### config.mk
export PLATFORM = sky130hd
export DESIGN_NAME = tx_pkt_arbiter
export DESIGN_NICKNAME = d
export VERILOG_FILES = /design/src/rtl/tx_pkt_arbiter.sv
export SDC_FILE = /design/constraint.sdc
export NUM_CORES = 1
export LEC_CHECK = 0
export CELL_PAD_IN_SITES_DETAIL_PLACEMENT = 1
export CELL_PAD_IN_SITES_GLOBAL_PLACEMENT = 1
export CORE_MARGIN = 8
export CORE_UTILIZATION = 29
export CTS_CLUSTER_SIZE = 12
export DETAILED_ROUTE_END_ITERATION = 12
export GPL_TIMING_DRIVEN = 0
export PLACE_DENSITY_LB_ADDON = 0.1
export SYNTH_ARGS = -nofsm -noshare
export SYNTH_HDL_FRONTEND = slang
export SYNTH_SLANG_ARGS = --single-unit
### constraint.sdc
create_clock -name clk_156m25 -period 4.2 [get_ports clk_156m25]
set_clock_uncertainty 0.1 [all_clocks]
set_input_delay 1.05 -clock clk_156m25 [delete_from_list [all_inputs] [get_ports clk_156m25]]
set_output_delay 1.05 -clock clk_156m25 [all_outputs]
set_load 0.02 [all_outputs]
### src/rtl/tx_pkt_arbiter.sv
// tx_pkt_arbiter: packet-granular round-robin arbiter sharing the MAC pkt_tx_* interface between two requesters
// Ports: clk_156m25, reset_156m25 (async, active high); req{0,1}_{val,sop,eop,mod,data} in, req{0,1}_rdy out;
// pkt_tx_full in; pkt_tx_{val,sop,eop,mod,data} registered out; arb_proto_err one-cycle pulse; pkt_cnt{0,1} packets per port.
// Optional TX_ARB_STALL_WATCHDOG_EN: closes a packet idle for STALL_CYCLES cycles by injecting an empty eop word.
module tx_pkt_arbiter #(
  parameter int CNT_W = 16,
  parameter int STALL_CYCLES = 64
) (
  input  logic             clk_156m25,
  input  logic             reset_156m25,
  input  logic             req0_val,
  input  logic             req0_sop,
  input  logic             req0_eop,
  input  logic [2:0]       req0_mod,
  input  logic [63:0]      req0_data,
  output logic             req0_rdy,
  input  logic             req1_val,
  input  logic             req1_sop,
  input  logic             req1_eop,
  input  logic [2:0]       req1_mod,
  input  logic [63:0]      req1_data,
  output logic             req1_rdy,
  input  logic             pkt_tx_full,
  output logic             pkt_tx_val,
  output logic             pkt_tx_sop,
  output logic             pkt_tx_eop,
  output logic [2:0]       pkt_tx_mod,
  output logic [63:0]      pkt_tx_data,
  output logic             arb_proto_err,
  output logic [CNT_W-1:0] pkt_cnt0,
  output logic [CNT_W-1:0] pkt_cnt1
);
  typedef enum logic [1:0] {IDLE, XFER0, XFER1} state_t;
  typedef logic [$clog2(STALL_CYCLES + 1)-1:0] stall_t;
  state_t state_q, state_d;
  logic last_grant_q, last_grant_d, first_q, first_d;
  logic val_q, val_d, sop_q, sop_d, eop_q, eop_d, err_q, err_d;
  logic [2:0] mod_q, mod_d;
  logic [63:0] data_q, data_d;
  logic [CNT_W-1:0] cnt0_q, cnt0_d, cnt1_q, cnt1_d;
  logic gnt1, acc, inj, done, stall_fire, sel_sop, sel_eop;
  logic [2:0] sel_mod;
  logic [63:0] sel_data;
`ifdef TX_ARB_STALL_WATCHDOG_EN
  stall_t stall_q, stall_d;
  assign stall_fire = stall_q == stall_t'(STALL_CYCLES);
  // counts idle cycles of the granted port once its packet has started; saturates at the fire value
  always_comb
    stall_d = (state_q == IDLE || acc || inj) ? '0 :
              (!first_q && !(gnt1 ? req1_val : req0_val) && !stall_fire) ? stall_q + 1'b1 : stall_q;
  always_ff @(posedge clk_156m25 or posedge reset_156m25)
    if (reset_156m25) stall_q <= '0;
    else stall_q <= stall_d;
`else
  assign stall_fire = 1'b0;
`endif
  always_comb begin
    gnt1 = state_q == XFER1;
    sel_sop = gnt1 ? req1_sop : req0_sop;
    sel_eop = gnt1 ? req1_eop : req0_eop;
    sel_mod = gnt1 ? req1_mod : req0_mod;
    sel_data = gnt1 ? req1_data : req0_data;
    req0_rdy = state_q == XFER0 && !pkt_tx_full && !stall_fire;
    req1_rdy = gnt1 && !pkt_tx_full && !stall_fire;
    acc = (req0_rdy && req0_val) || (req1_rdy && req1_val);
    inj = stall_fire && !pkt_tx_full;
    done = (acc && sel_eop) || inj;
    state_d = state_q;
    if (state_q == IDLE)
      state_d = (req0_val && req1_val) ? (last_grant_q ? XFER0 : XFER1) :
                req0_val ? XFER0 : req1_val ? XFER1 : IDLE;
    else if (done)
      state_d = IDLE;
    last_grant_d = done ? gnt1 : last_grant_q;
    first_d = state_q == IDLE ? 1'b1 : (acc ? 1'b0 : first_q);
    cnt0_d = cnt0_q + CNT_W'(done && !gnt1);
    cnt1_d = cnt1_q + CNT_W'(done && gnt1);
    val_d = acc || inj;
    // sop is regenerated from grant position, so a mismatch with the requester's sop is the protocol error
    sop_d = acc ? first_q : (inj ? 1'b0 : sop_q);
    eop_d = acc ? sel_eop : (inj ? 1'b1 : eop_q);
    mod_d = acc ? sel_mod : (inj ? 3'd0 : mod_q);
    data_d = acc ? sel_data : (inj ? 64'd0 : data_q);
    err_d = (acc && first_q != sel_sop) || inj;
  end
  always_ff @(posedge clk_156m25 or posedge reset_156m25)
    if (reset_156m25) begin
      state_q <= IDLE;
      last_grant_q <= 1'b1;
      first_q <= 1'b1;
      val_q <= 1'b0;
      sop_q <= 1'b0;
      eop_q <= 1'b0;
      mod_q <= '0;
      data_q <= '0;
      err_q <= 1'b0;
      cnt0_q <= '0;
      cnt1_q <= '0;
    end else begin
      state_q <= state_d;
      last_grant_q <= last_grant_d;
      first_q <= first_d;
      val_q <= val_d;
      sop_q <= sop_d;
      eop_q <= eop_d;
      mod_q <= mod_d;
      data_q <= data_d;
      err_q <= err_d;
      cnt0_q <= cnt0_d;
      cnt1_q <= cnt1_d;
    end
  assign pkt_tx_val = val_q;
  assign pkt_tx_sop = sop_q;
  assign pkt_tx_eop = eop_q;
  assign pkt_tx_mod = mod_q;
  assign pkt_tx_data = data_q;
  assign arb_proto_err = err_q;
  assign pkt_cnt0 = cnt0_q;
  assign pkt_cnt1 = cnt1_q;
endmodule

==> summary.md <==
| Metric | Value |
|---|---|
| Clock power frac | `18.2%` |
| H-tree Lvls | `3` |
| Total CTS buffers | `9` |
| Vias in the first global route | `4736` |
| Max-cap viol count | `0` |
| Initial DRT Pass Iterations | `4` |
| Fin crit period | `3570 ps` |
| Root buf cell | `clkbuf_16` |
| I/O pin count | `248` |
| Mean post-synth cell area | `11.0 sq um` |
| Die width | `145 um` |
| Req. time, crit path | `3050 ps` |
| Area delta synth->final | `64.6%` |
| Post-CTS sizing | `0` |
| Worst-Skew Late Latency | `340 ps` |
| Initial drt markers | `126` |
| Antenna violations before repair | `0` |
| Clock slew at reported path FFs | `70 ps` |
| Pwr/cell area | `632 nW/um^2` |
| Cell Area, Synth | `4790 sq um` |
| Worst path arrival time | `2420 ps` |
| Internal Pwr Total | `3110 uW` |
| Switching part of the total power | `37.6%` |
| Routed Antenna Nets | `0` |
| First-pass GRT wire length | `25.9 mm` |
| Fillcell total | `1796` |
| Worst-Margin Slew | `671 ps` |
| Post-synth top area share | `54.8%` |
| Async SR Flop Fraction | `100%` |
| # rows | `47` |
| Post-synth top flop | `dfrtp_1` |
| Port bufs | `247` |
| Final Max Slew Viols | `0` |
| Number of diodes | `0` |
| Most numerous cell in the Yosys netlist | `dfrtp_1` |
| Congestion Overflow GR | `0` |
| Setup-failing EPs final | `0` |
| HPWL after DPL | `13.8 mm` |
| CP max FO | `4` |
| Gr usage total | `16.0%` |
| Final hold violation count | `0` |
| Slew HR | `55.3%` |
| DR vias/cell | `4.54` |
| Share of power burned in registers | `32.7%` |
| Initial Utilization | `29.3%` |
| Nets@finish | `844` |
| Setup CP Type | `input pin to primary output` |
| Sequential element share of the synthesized area | `55.9%` |
| Switching power | `1880 uW` |
| RSZ-0062 raised after global routing | `no` |
| Placed insts | `904` |
| Comb pwr share | `49.1%` |
| Hold Crit Class | `register to register` |
| DR WL/cell | `18.4 um` |
| Die Span Y | `145 um` |
| Fmax | `0.280 GHz` |
| Crit share post-route | `84.9%` |
| Status | `complete, no violations` |
| Residual DRC count | `0` |
| GP Congestion | `0.803` |
| Post-Synthesis Net Count | `585` |
| Top cells by count, synth | `dfrtp_1, nor2_1, a21oi_1, mux2i_1` |
| Critical Path End Type | `primary output` |
| Clock buffer depth | `2` |
| Core ar. | `16300 sq um` |
| Clock sinks | `107` |
| Hold_buf cts | `0` |
| VDD IR-drop max | `0.293 mV` |
| Synthesized instance count | `436` |
| Largest net degree at the start of global routing | `57` |
| CTS tree | `yes` |
| Non-filler cells, final | `920` |
| Leakage | `0.00367 uW` |
| Layout cell share with drive strength beyond 1 | `6.29%` |
| Number of synthesized flops with an enable pin | `0` |
| Post-synthesis register bit count | `107` |
| Total number of vias | `4178` |
| YS warnings | `0` |
| Yosys cell types | `33` |
| FF+latch area | `2680 sq um` |
| Synth area leaders | `dfrtp_1, mux2i_1, a21oi_1` |
| Die ar. | `20900 sq um` |
| FF-to-FF setup slack | `1560 ps` |
| Final WL | `16.9 mm` |
| Area leader, netlist | `dfrtp_1` |
| Startpoint types | `input pin` |
| Util after Layout | `48.3%` |
| Area of the multi-input gates | `1970 sq um` |
| Postcts setup bufs | `0` |
==> routing by layer <==
| metal | track usage, % | up-vias | share of wire (%) |
|---|---|---|---|
| li1 | - | 2004 | - |
| met1 | 18.3 | 2013 | 41 |
| met2 | 27.6 | 150 | 50 |
| met3 | 5.71 | 11 | 8.5 |
| met4 | 4.60 | 0 | 1.1 |
| met5 | 0 | - | 0 |
==> placed cells by master, fill, tap and decap left out, types with 2 or more instances in the layout <==
cell type and n:
nor3_1 4, clkbuf_1 6, a21oi_1 69, bufinv_16 2, inv_1 4, nand3_1 16, and3_1 11, dfstp_2 2
xor2_1 11, buf_4 2, dfrtp_1 105, nand2_1 6, nand2b_1 2, clkdlybuf4s50_1 247, clkbuf_16 9, ha_1 6
buf_2 17, mux2i_1 69, nand3b_1 2, nor2_1 73, xnor2_1 17
==> registers in the layout (all words and copies together), names as in the netlist <==
signal and count:
first_q 1, pkt_tx_data 64, pkt_tx_eop 1, pkt_tx_sop 1
pkt_tx_val 1, last_grant_q 1, pkt_cnt0 16, pkt_tx_mod 3
state_q 2, arb_proto_err 1, pkt_cnt1 16
==> worst max-delay path, stage by stage <==
cell,delay [ps]
clkdlybuf4s50_1,480
nor3_1,230
clkdlybuf4s50_1,660
==> through the flow <==
stage | setup WS, ps | area (sq um) | power [uW] | hold WS, ps | TNS, ps
finish | 634 | 7890 | 4980 | 369 | 0
global route | 599 | 7890 | 5310 | 388 | 0
CTS | 608 | 7890 | 5080 | 377 | 0
detailed placement | 612 | 7570 | 4150 | 366 | 0
global placement | -1480 | 7540 | 4070 | 361 | -155070
floorplan | 236 | 4790 | 2930 | 371 | 0
==> cell families after synthesis <==
family                   synth area share, %
AO/OA/AOI/OAI                           7.91
XOR/XNOR                                5.45
adder cells (fa/ha/maj)                 1.57
buffers and inverters                   3.03
flip-flops                              55.9
multiplexers                            14.6
AND/OR/NAND/NOR                         11.5
==> worst paths after layout <==
check | startpoint | to | cells past startpoint
max | pkt_tx_full | req0_rdy | 3
min | pkt_cnt1[15]$_DFF_PP0_ | pkt_cnt1[15]$_DFF_PP0_ | 1
max reg2reg | state_q[0]$_DFFE_PP0P_ | pkt_cnt1[8]$_DFF_PP0_ | 10
min reg2reg | pkt_cnt1[15]$_DFF_PP0_ | pkt_cnt1[15]$_DFF_PP0_ | 1
max in group asynchronous | reset_156m25 | last_grant_q$_DFFE_PP1N_ | 3
min in group asynchronous | reset_156m25 | pkt_cnt0[9]$_DFF_PP0_ | 2
==> power by group through the flow <==
| stage | clock, uW | sequential, uW | combinational [uW] |
|---|---|---|---|
| 5_1_grt | 979 | 1690 | 2640 |
| 3_3_place_gp | 0 | 1630 | 2440 |
| 2_1_floorplan | 0 | 2070 | 860 |
| 3_5_place_dp | 0 | 1660 | 2490 |
| 4_1_cts | 941 | 1640 | 2500 |
| 6_report | 907 | 1630 | 2450 |
==> layout make-up <==
cell class / count / area share [%]
multi-input cells: 300 / 25.0
well taps: 220 / 3.49
clock buffers: 12 / 3.12
repair buffers: 248 / 31.7
flip-flops and latches: 107 / 34.0
plain buffers: 24 / 1.60
inverters: 5 / 0.269
clock inverters: 4 / 0.935
Power figures use the tool's default switching activity.
